[src/rtl/loxodes_sequence_monitor.sv]
// Receive-side checker for an 8-channel thermometer sequencer: decodes the active
// level, measures the per-step delay, tracks ramp direction and latches faults.
module loxodes_sequence_monitor (
  input  logic       clk,
  input  logic       reset,
  input  logic [7:0] channel_in,
  input  logic       clear,
  output logic [3:0] level,
  output logic [4:0] measured_delay,
  output logic       step,
  output logic       dir,
  output logic       fault,
  output logic [2:0] state
);

  typedef enum logic [2:0] {
    ST_IDLE  = 3'd0,
    ST_UP    = 3'd1,
    ST_DOWN  = 3'd2,
    ST_FULL  = 3'd3,
    ST_FAULT = 3'd4
  } state_t;

  state_t     state_reg, state_next;
  logic [7:0] s1_reg, s2_reg;
  logic [3:0] level_reg, level_next;
  logic [4:0] delay_reg, delay_next;
  logic [4:0] cnt_reg, cnt_next;
  logic       step_reg, step_next;
  logic       dir_reg, dir_next;
  logic       fault_reg, fault_next;

  logic [8:0] code_match;
  logic       code_valid;
  logic [3:0] code_level;
  logic       is_up, is_down, is_hold;
  logic [4:0] cnt_inc;

  // One comparator per legal thermometer code (1<<gi)-1.
  generate
    for (genvar gi = 0; gi <= 8; gi++) begin : g_decode
      localparam logic [8:0] THERM = (9'd1 << gi) - 9'd1;
      assign code_match[gi] = (s2_reg == THERM[7:0]);
    end
  endgenerate

  assign code_valid = |code_match;

  always_comb begin
    code_level = 4'd0;
    for (int i = 0; i <= 8; i++) begin
      if (code_match[i]) code_level = 4'(i);
    end
  end

  assign is_up   = code_valid && (code_level == level_reg + 4'd1);
  assign is_down = code_valid && (level_reg != 4'd0) && (code_level == level_reg - 4'd1);
  assign is_hold = code_valid && (code_level == level_reg);
  assign cnt_inc = (cnt_reg == 5'd31) ? cnt_reg : cnt_reg + 5'd1;

  function automatic state_t level_state(input logic [3:0] lvl, input logic up);
    if (lvl == 4'd0)      return ST_IDLE;
    else if (lvl == 4'd8) return ST_FULL;
    else if (up)          return ST_UP;
    else                  return ST_DOWN;
  endfunction

  always_ff @(posedge clk or negedge reset) begin
    if (!reset) begin
      s1_reg    <= 8'd0;
      s2_reg    <= 8'd0;
      state_reg <= ST_IDLE;
      level_reg <= 4'd0;
      delay_reg <= 5'd0;
      cnt_reg   <= 5'd0;
      step_reg  <= 1'b0;
      dir_reg   <= 1'b0;
      fault_reg <= 1'b0;
    end else begin
      s1_reg    <= channel_in;
      s2_reg    <= s1_reg;
      state_reg <= state_next;
      level_reg <= level_next;
      delay_reg <= delay_next;
      cnt_reg   <= cnt_next;
      step_reg  <= step_next;
      dir_reg   <= dir_next;
      fault_reg <= fault_next;
    end
  end

  // Clear wins over everything; FAULT freezes all but the free-running counter.
  always_comb begin
    state_next = state_reg;
    level_next = level_reg;
    delay_next = delay_reg;
    cnt_next   = cnt_inc;
    step_next  = 1'b0;
    dir_next   = dir_reg;
    fault_next = fault_reg;
    if (clear) begin
      fault_next = 1'b0;
      cnt_next   = 5'd0;
      delay_next = 5'd0;
      dir_next   = 1'b0;
      level_next = code_valid ? code_level : 4'd0;
      state_next = level_state(level_next, 1'b1);
    end else if (state_reg == ST_FAULT) begin
      state_next = ST_FAULT;
    end else if (is_up || is_down) begin
      step_next  = 1'b1;
      dir_next   = is_up;
      level_next = code_level;
      delay_next = cnt_reg;
      cnt_next   = 5'd0;
      state_next = level_state(code_level, is_up);
    end else if (!is_hold) begin
      fault_next = 1'b1;
      state_next = ST_FAULT;
    end
  end

  assign level          = level_reg;
  assign measured_delay = delay_reg;
  assign step           = step_reg;
  assign dir            = dir_reg;
  assign fault          = fault_reg;
  assign state          = state_reg;

endmodule
[config.mk]
export PLATFORM = sky130hd
export DESIGN_NAME = loxodes_sequence_monitor
export DESIGN_NICKNAME = d
export VERILOG_FILES = /design/src/rtl/loxodes_sequence_monitor.sv
export SDC_FILE = /design/constraint.sdc
export NUM_CORES = 1
export LEC_CHECK = 0
export BUFFER_PORTS_ARGS = -buffer_cell sky130_fd_sc_hd__buf_2
export CAP_MARGIN = 5
export CORE_UTILIZATION = 32
export DETAILED_ROUTE_END_ITERATION = 6
export PLACE_DENSITY = 0.55
export SLEW_MARGIN = 30
export SYNTH_ARGS = -nofsm -noshare
export SYNTH_HDL_FRONTEND = slang
export SYNTH_SLANG_ARGS = --single-unit
[constraint.sdc]
create_clock -name clk -period 2.35 [get_ports clk]
set_input_delay 0.1175 -clock clk [delete_from_list [all_inputs] [get_ports clk]]
set_output_delay 0.1175 -clock clk [all_outputs]
set_load 0.1 [all_outputs]
After elaboration in Yosys (flattened, before gate mapping)
Index checks and enable logic that the tools add are counted.
{ "word_totals": {"ff_bits": 36, "latchBits": 0, "mem_bits_rw": 0, "romBits": 0, "in_bits": 11, "out_inout_bits": 15, "wordCells": 82, "n_memories": 0} }
{ "op_classes": {"n_addsub": 3, "multipliers": 0, "div_mod_pow": 0, "order_cmp": 0, "n_eq_ne": 19, "shift": 0, "muxes": 38, "bitwise": 0, "n_reduce_logical": 13} }
{ "op_table": {"columns": ["cell", "n"], "rows": [
  ["$mux W4", 10],
  ["$mux W5", 7],
  ["$eq A4 B4 Y1", 3],
  ["$mux W2", 6],
  ["$mux W3", 4],
  ["$mux W1", 11],
  ["$reduce_or A9 Y1", 1],
  ["$eq A4 B4 Y1 const B", 2],
  ["$eq A8 B1 Y1 const B", 1],
  ["$eq A8 B2 Y1 const B", 1],
  ["$eq A8 B3 Y1 const B", 1],
  ["$eq A8 B4 Y1 const B", 1],
  ["$eq A8 B5 Y1 const B", 1],
  ["$eq A8 B6 Y1 const B", 1],
  ["$eq A8 B7 Y1 const B", 1],
  ["$eq A8 B8 Y1 const B", 1],
  ["$logic_not A4 Y1", 2],
  ["$logic_not A8 Y1", 1],
  ["$ne A2 B2 Y1 const B", 3],
  ["$add A5 B1 Y5 const B", 1],
  ["$eq A5 B5 Y1 const B", 1],
  ["$add A4 B1 Y4 const B", 1],
  ["$logic_and A1 B1 Y1", 4],
  ["$ne A4 B2 Y1 const B", 1],
  ["7 further kinds", 7]
]} }

Longest topological paths before layout
{ "logic_depth": {"ltp_word": 17, "ltp_mapped": 10, "mapped_depth_nobuf": 9} }

Worst setup path after synthesis
No wires, ideal clock.
{ "synth_timing": {"path_type": "reg-to-reg", "startpoint": "register level_reg[2] (netlist: level[2])", "endpoint": "register state_reg[0] (netlist: state[0])", "setup_time_ns": 0.082, "t_arrival_ns": 2.942, "required_time_ns": 2.268, "path_slack_ns": -0.673, "path_stages_with_launch": 8, "path_buffers": 1, "synth_period_minus_slack_ns": 3.023, "cell_sequence": "dfrtp_1 clkbuf_1 nand3_1 xnor3_1 or4b_4 or3_1 nor2b_4 o22ai_2"} }
{ "synth_between": {"elab_chain_len": 9, "elab_cells_between_ends": 18, "cone_classes": "add/sub: 2; eq/ne: 4; mux: 6; reduce/logical: 6"} }
{ "synth_rtl": {"columns": ["element", "line_no", "text"], "rows": [
  ["from (decl)", "26", "logic [3:0] level_reg, level_next;"],
  ["from (signal assigned)", "83", "level_reg <= level_next;"],
  ["$add A4 B1 Y4", "56", "assign is_up = code_valid && (code_level == level_reg + 4'd1);"],
  ["$eq A4 B4 Y1", "56", null],
  ["$logic_and A1 B1 Y1", "56", null],
  ["$mux W2", "64", "else if (up) return ST_UP;"],
  ["$mux W2", "63", "else if (lvl == 4'd8) return ST_FULL;"],
  ["$mux W2", "62", "if (lvl == 4'd0) return ST_IDLE;"],
  ["$mux W3", "110", "end else if (is_up || is_down) begin"],
  ["$mux W3", "108", "end else if (state_reg == ST_FAULT) begin"],
  ["$mux W3", "101", "if (clear) begin"],
  ["to (signal assigned)", "82", "state_reg <= state_next;"],
  ["to (decl)", "24", "state_t state_reg, state_next;"]
]} }
Several ways; a longest one is shown, not always the timed one.
A chain may end at the register's enable or synchronous reset.

Worst setup path after layout
{ "layout_timing": {"startpoint": "register s2_reg[3]", "endpoint": "register state_reg[0] (netlist: state[0])"} }
{ "layout_between": {"elab_chain_len": 17, "elab_cells_between_ends": 38, "cone_classes": "eq/ne: 13; mux: 16; reduce/logical: 9"} }
{ "layout_rtl": {"columns": ["element", "line_no", "text"], "rows": [
  ["from (decl)", "25", "logic [7:0] s1_reg, s2_reg;"],
  ["from (signal assigned)", "81", "s2_reg <= s1_reg;"],
  ["$eq A8 B1 Y1", "43", "assign code_match[gi] = (s2_reg == THERM[7:0]);"],
  ["$mux W1", "52", "if (code_match[i]) code_level = 4'(i);"],
  ["$mux W2", "52", null],
  ["$mux W4 (6 in series)", "52", null],
  ["$eq A4 B4 Y1", "56", null],
  ["$logic_and A1 B1 Y1", "56", null],
  ["$mux W2", "64", null],
  ["$mux W2", "63", null],
  ["$mux W2", "62", null],
  ["$mux W3", "110", null],
  ["$mux W3", "108", null],
  ["$mux W3", "101", null]
]} }
Several ways; a longest one is shown, not always the timed one.

==> results.yml <==
placement:
  gp_congestion: 0.812
  hpwl_mm: 2.69
  io_buffer_count: 25
clock_tree:
  htree_levels: 2
  clk_path_buf_depth: 2
  clkTransAtPathRegs_ns: 0.07
  numCtsBuffers: 5
  root_buffer: "clkbuf_8"
  cts_tree: "yes"
  cts_num_sinks: 36
  clock_latency_ns: 0.29
power_and_ir_drop:
  ir_drop_uv: 275
  powerDensity_nw_per_um2: 520
  power.leakage_nw: 1.06
timing:
  relSlewSlack_pct: 48.4
  timing.setup.tns_ns: -1.43
  hold_viol: 0
  finalMaxSlewViolations: 0
  setup_violations: 19
  period_share_pct: 107
  fmax_ghz: 0.398
  worstMarginPinSlew_ns: 0.774
  fin_crit_ns: 2.51
  rsz0062_at_grt: "true"
  worst_slack_ns: -0.160
  fin_skew_ns: 0.00951
routing:
  wl_met3_um: 153
  dr_wl_met2_mm: 1.94
  drcViolationCount: 0
  via_count: 1429
  first_pass_iters: 4
  wl_met1_mm: 1.71
  routed.top_layer: "met4"
  via_per_inst: 5.05
  wl_per_cell_um: 13.8
  antenna_left: 0
  wirelength_mm: 3.90
  drt_iter0_markers: 89
critical_path:
  slowest_stage: "or4_4"
  start_kind: "flop"
  cp_max_fo: 3
  crit_chain: "or4_4, a21oi_4, xnor2_2, or4b_4, or3_4, nor2b_4, o22ai_2"
  required_ns: 2.56
  worstSetupPathType: "flop to flop"
  worstPathArrival_ns: 2.72
  max_stage_delay_ns: 0.59
  end_kind: "flop"
logic_synthesis:
  synth_ff_type: "dfrtp_1"
  synth-seq-cells: 36
  seq_area_frac_synth_pct: 51.4
  yosysUniqueCellTypes: 49
  syn_nets: 163
  synth_edf_count: 0
  yosysTopAreaCellShare_pct: 51.4
  postSynthAreaPerCell_um2: 11.8
  synth_area_um2: 1750
  synthTopCellsByCount: "36 x dfrtp_1, 8 x xnor2_1, 7 x inv_1, 7 x nand2_1, 7 x o21ai_0"
  yosys.area.top_type: "dfrtp_1"
  ys_warn_count: 0
  synthArstFlopShare_pct: 100
  synth_most_common_cell: "dfrtp_1"
  synth.area.top_cells: "dfrtp_1 51%, xnor2_1 4.0%, xnor3_1 2.6%"
  syn_inst: 149
floorplan:
  start_util_pct: 33.7
  rows: 26
  die_x_um: 76.0
  die_area_um2: 5780
  io_pins: 26
  die_h_um: 76.0
  core_um2: 5200
status:
  violations: "negative setup slack"
  status: "finished with violations"
final_layout:
  drive_gt1_share_pct: 40.4
  area_growth_pct: 38.9
  antenna_cells: 0
  fin_nets: 226
  final_util_pct: 46.8
run:
  drv_cap: 0
worst_hold_path:
  hp-class: "primary input to flop"
global_route:
  grt_pass1_vias: 1443
  grt_max_degree: 37
  grt_pass1_wl_mm: 6.52
  grt_remaining_overflow: 0
  antenna_found_initial: 0
  grt_usage_pct: 14.3
[worst max-delay path: cells and delay by family (launching register included)]
kind | cells | cell delay (ns)
AOI/OAI and AO/OA | 2 | 0.32
xor gates and xnor gates | 1 | 0.13
DFF | 1 | 0.40
and+or+nand+nor | 4 | 1.60
[placed cells by master (no fill, tap or decap), types with 3 or more instances in the layout]
cell / Yosys / routed
a21boi_1: 0 / 3
a21oi_2: 2 / 3
buf_2: 1 / 25
buf_4: 0 / 22
buf_6: 0 / 4
clkbuf_8: 0 / 6
dfrtp_1: 36 / 31
dfrtp_4: 0 / 3
dlygate4sd3_1: 0 / 9
ha_1: 3 / 3
inv_1: 7 / 7
nand2_1: 7 / 7
nand2b_1: 6 / 6
nand4b_1: 5 / 5
nor2_1: 4 / 3
nor2b_1: 3 / 3
nor3_1: 5 / 5
o21ai_1: 0 / 5
or3_1: 4 / 3
xnor2_1: 8 / 7
[per-layer routing]
metal | track usage (%) | vias to the layer above
met2 | 24.4 | 36
met4 | 7.31 | 0
li1 | - | 668
met3 | 4.07 | 12
met5 | 0 | -
met1 | 16.2 | 713
[metrics by stage]
stage / hold slack [ns] / setup slack, ns / area [µm²] / cells / total power, mW
finish: 0.263 / -0.160 / 2430 / 283 / 1.27
global route: 0.283 / -0.224 / 2430 / 283 / 1.33
detailed placement: 0.227 / -0.140 / 2150 / 262 / 0.813
floorplan: -0.178 / -0.0593 / 1800 / 149 / 0.754
global placement: 0.227 / -0.0927 / 2150 / 262 / 0.808
CTS: 0.242 / -0.121 / 2340 / 280 / 1.27
[kinds of logic after synthesis]
family / count (synthesis) / share of synthesized area [%]
buf+inv: 11 / 2.43
fa+ha+maj: 3 / 2.14
mux: 5 / 3.07
flops: 36 / 51.4
compound gates: 34 / 14.8
simple gates: 48 / 18.6
xor+xnor: 12 / 7.57
[final timing paths]
path	endpoint	cells after the start	slack [ns]	from
worst min register to register	s2_reg[1]	0	0.35	s1_reg[1]
min in group asynchronous	s1_reg[2]	2	0.45	reset
worst max register to register	state[0]	7	-0.16	s2_reg[3]
worst max-delay path	state[0]	7	-0.16	s2_reg[3]
worst min-delay path	state[0]	2	0.26	clear
max in group asynchronous	level[2]	2	1.33	reset
[power breakdown]
group / switching [mW] / internal, mW / leakage, nW
Clock: 0.204 / 0.239 / 0.0455
Sequential: 0.0190 / 0.642 / 0.450
Combinational: 0.0951 / 0.0676 / 0.567
Total: 0.318 / 0.949 / 1.06
[timing repair]
action	4_1_cts	5_1_grt
hold buffers	9	0
endpoints found under the setup margin	16	20
gates resized for setup	2	18
setup buffers	1	3
pin swaps	1	5
endpoints found under the hold margin	44	0
[area by class of cell]
cell class              instances  area (µm²)
clock buffers                   8        90.1
repair buffers                 60         425
flip-flops and latches         36         915
fillers                       501        2770
multi-input cells             102         891
inverters                       7        26.3
well taps                      70        87.6
Note: power is estimated with default switching activity, not from simulation.
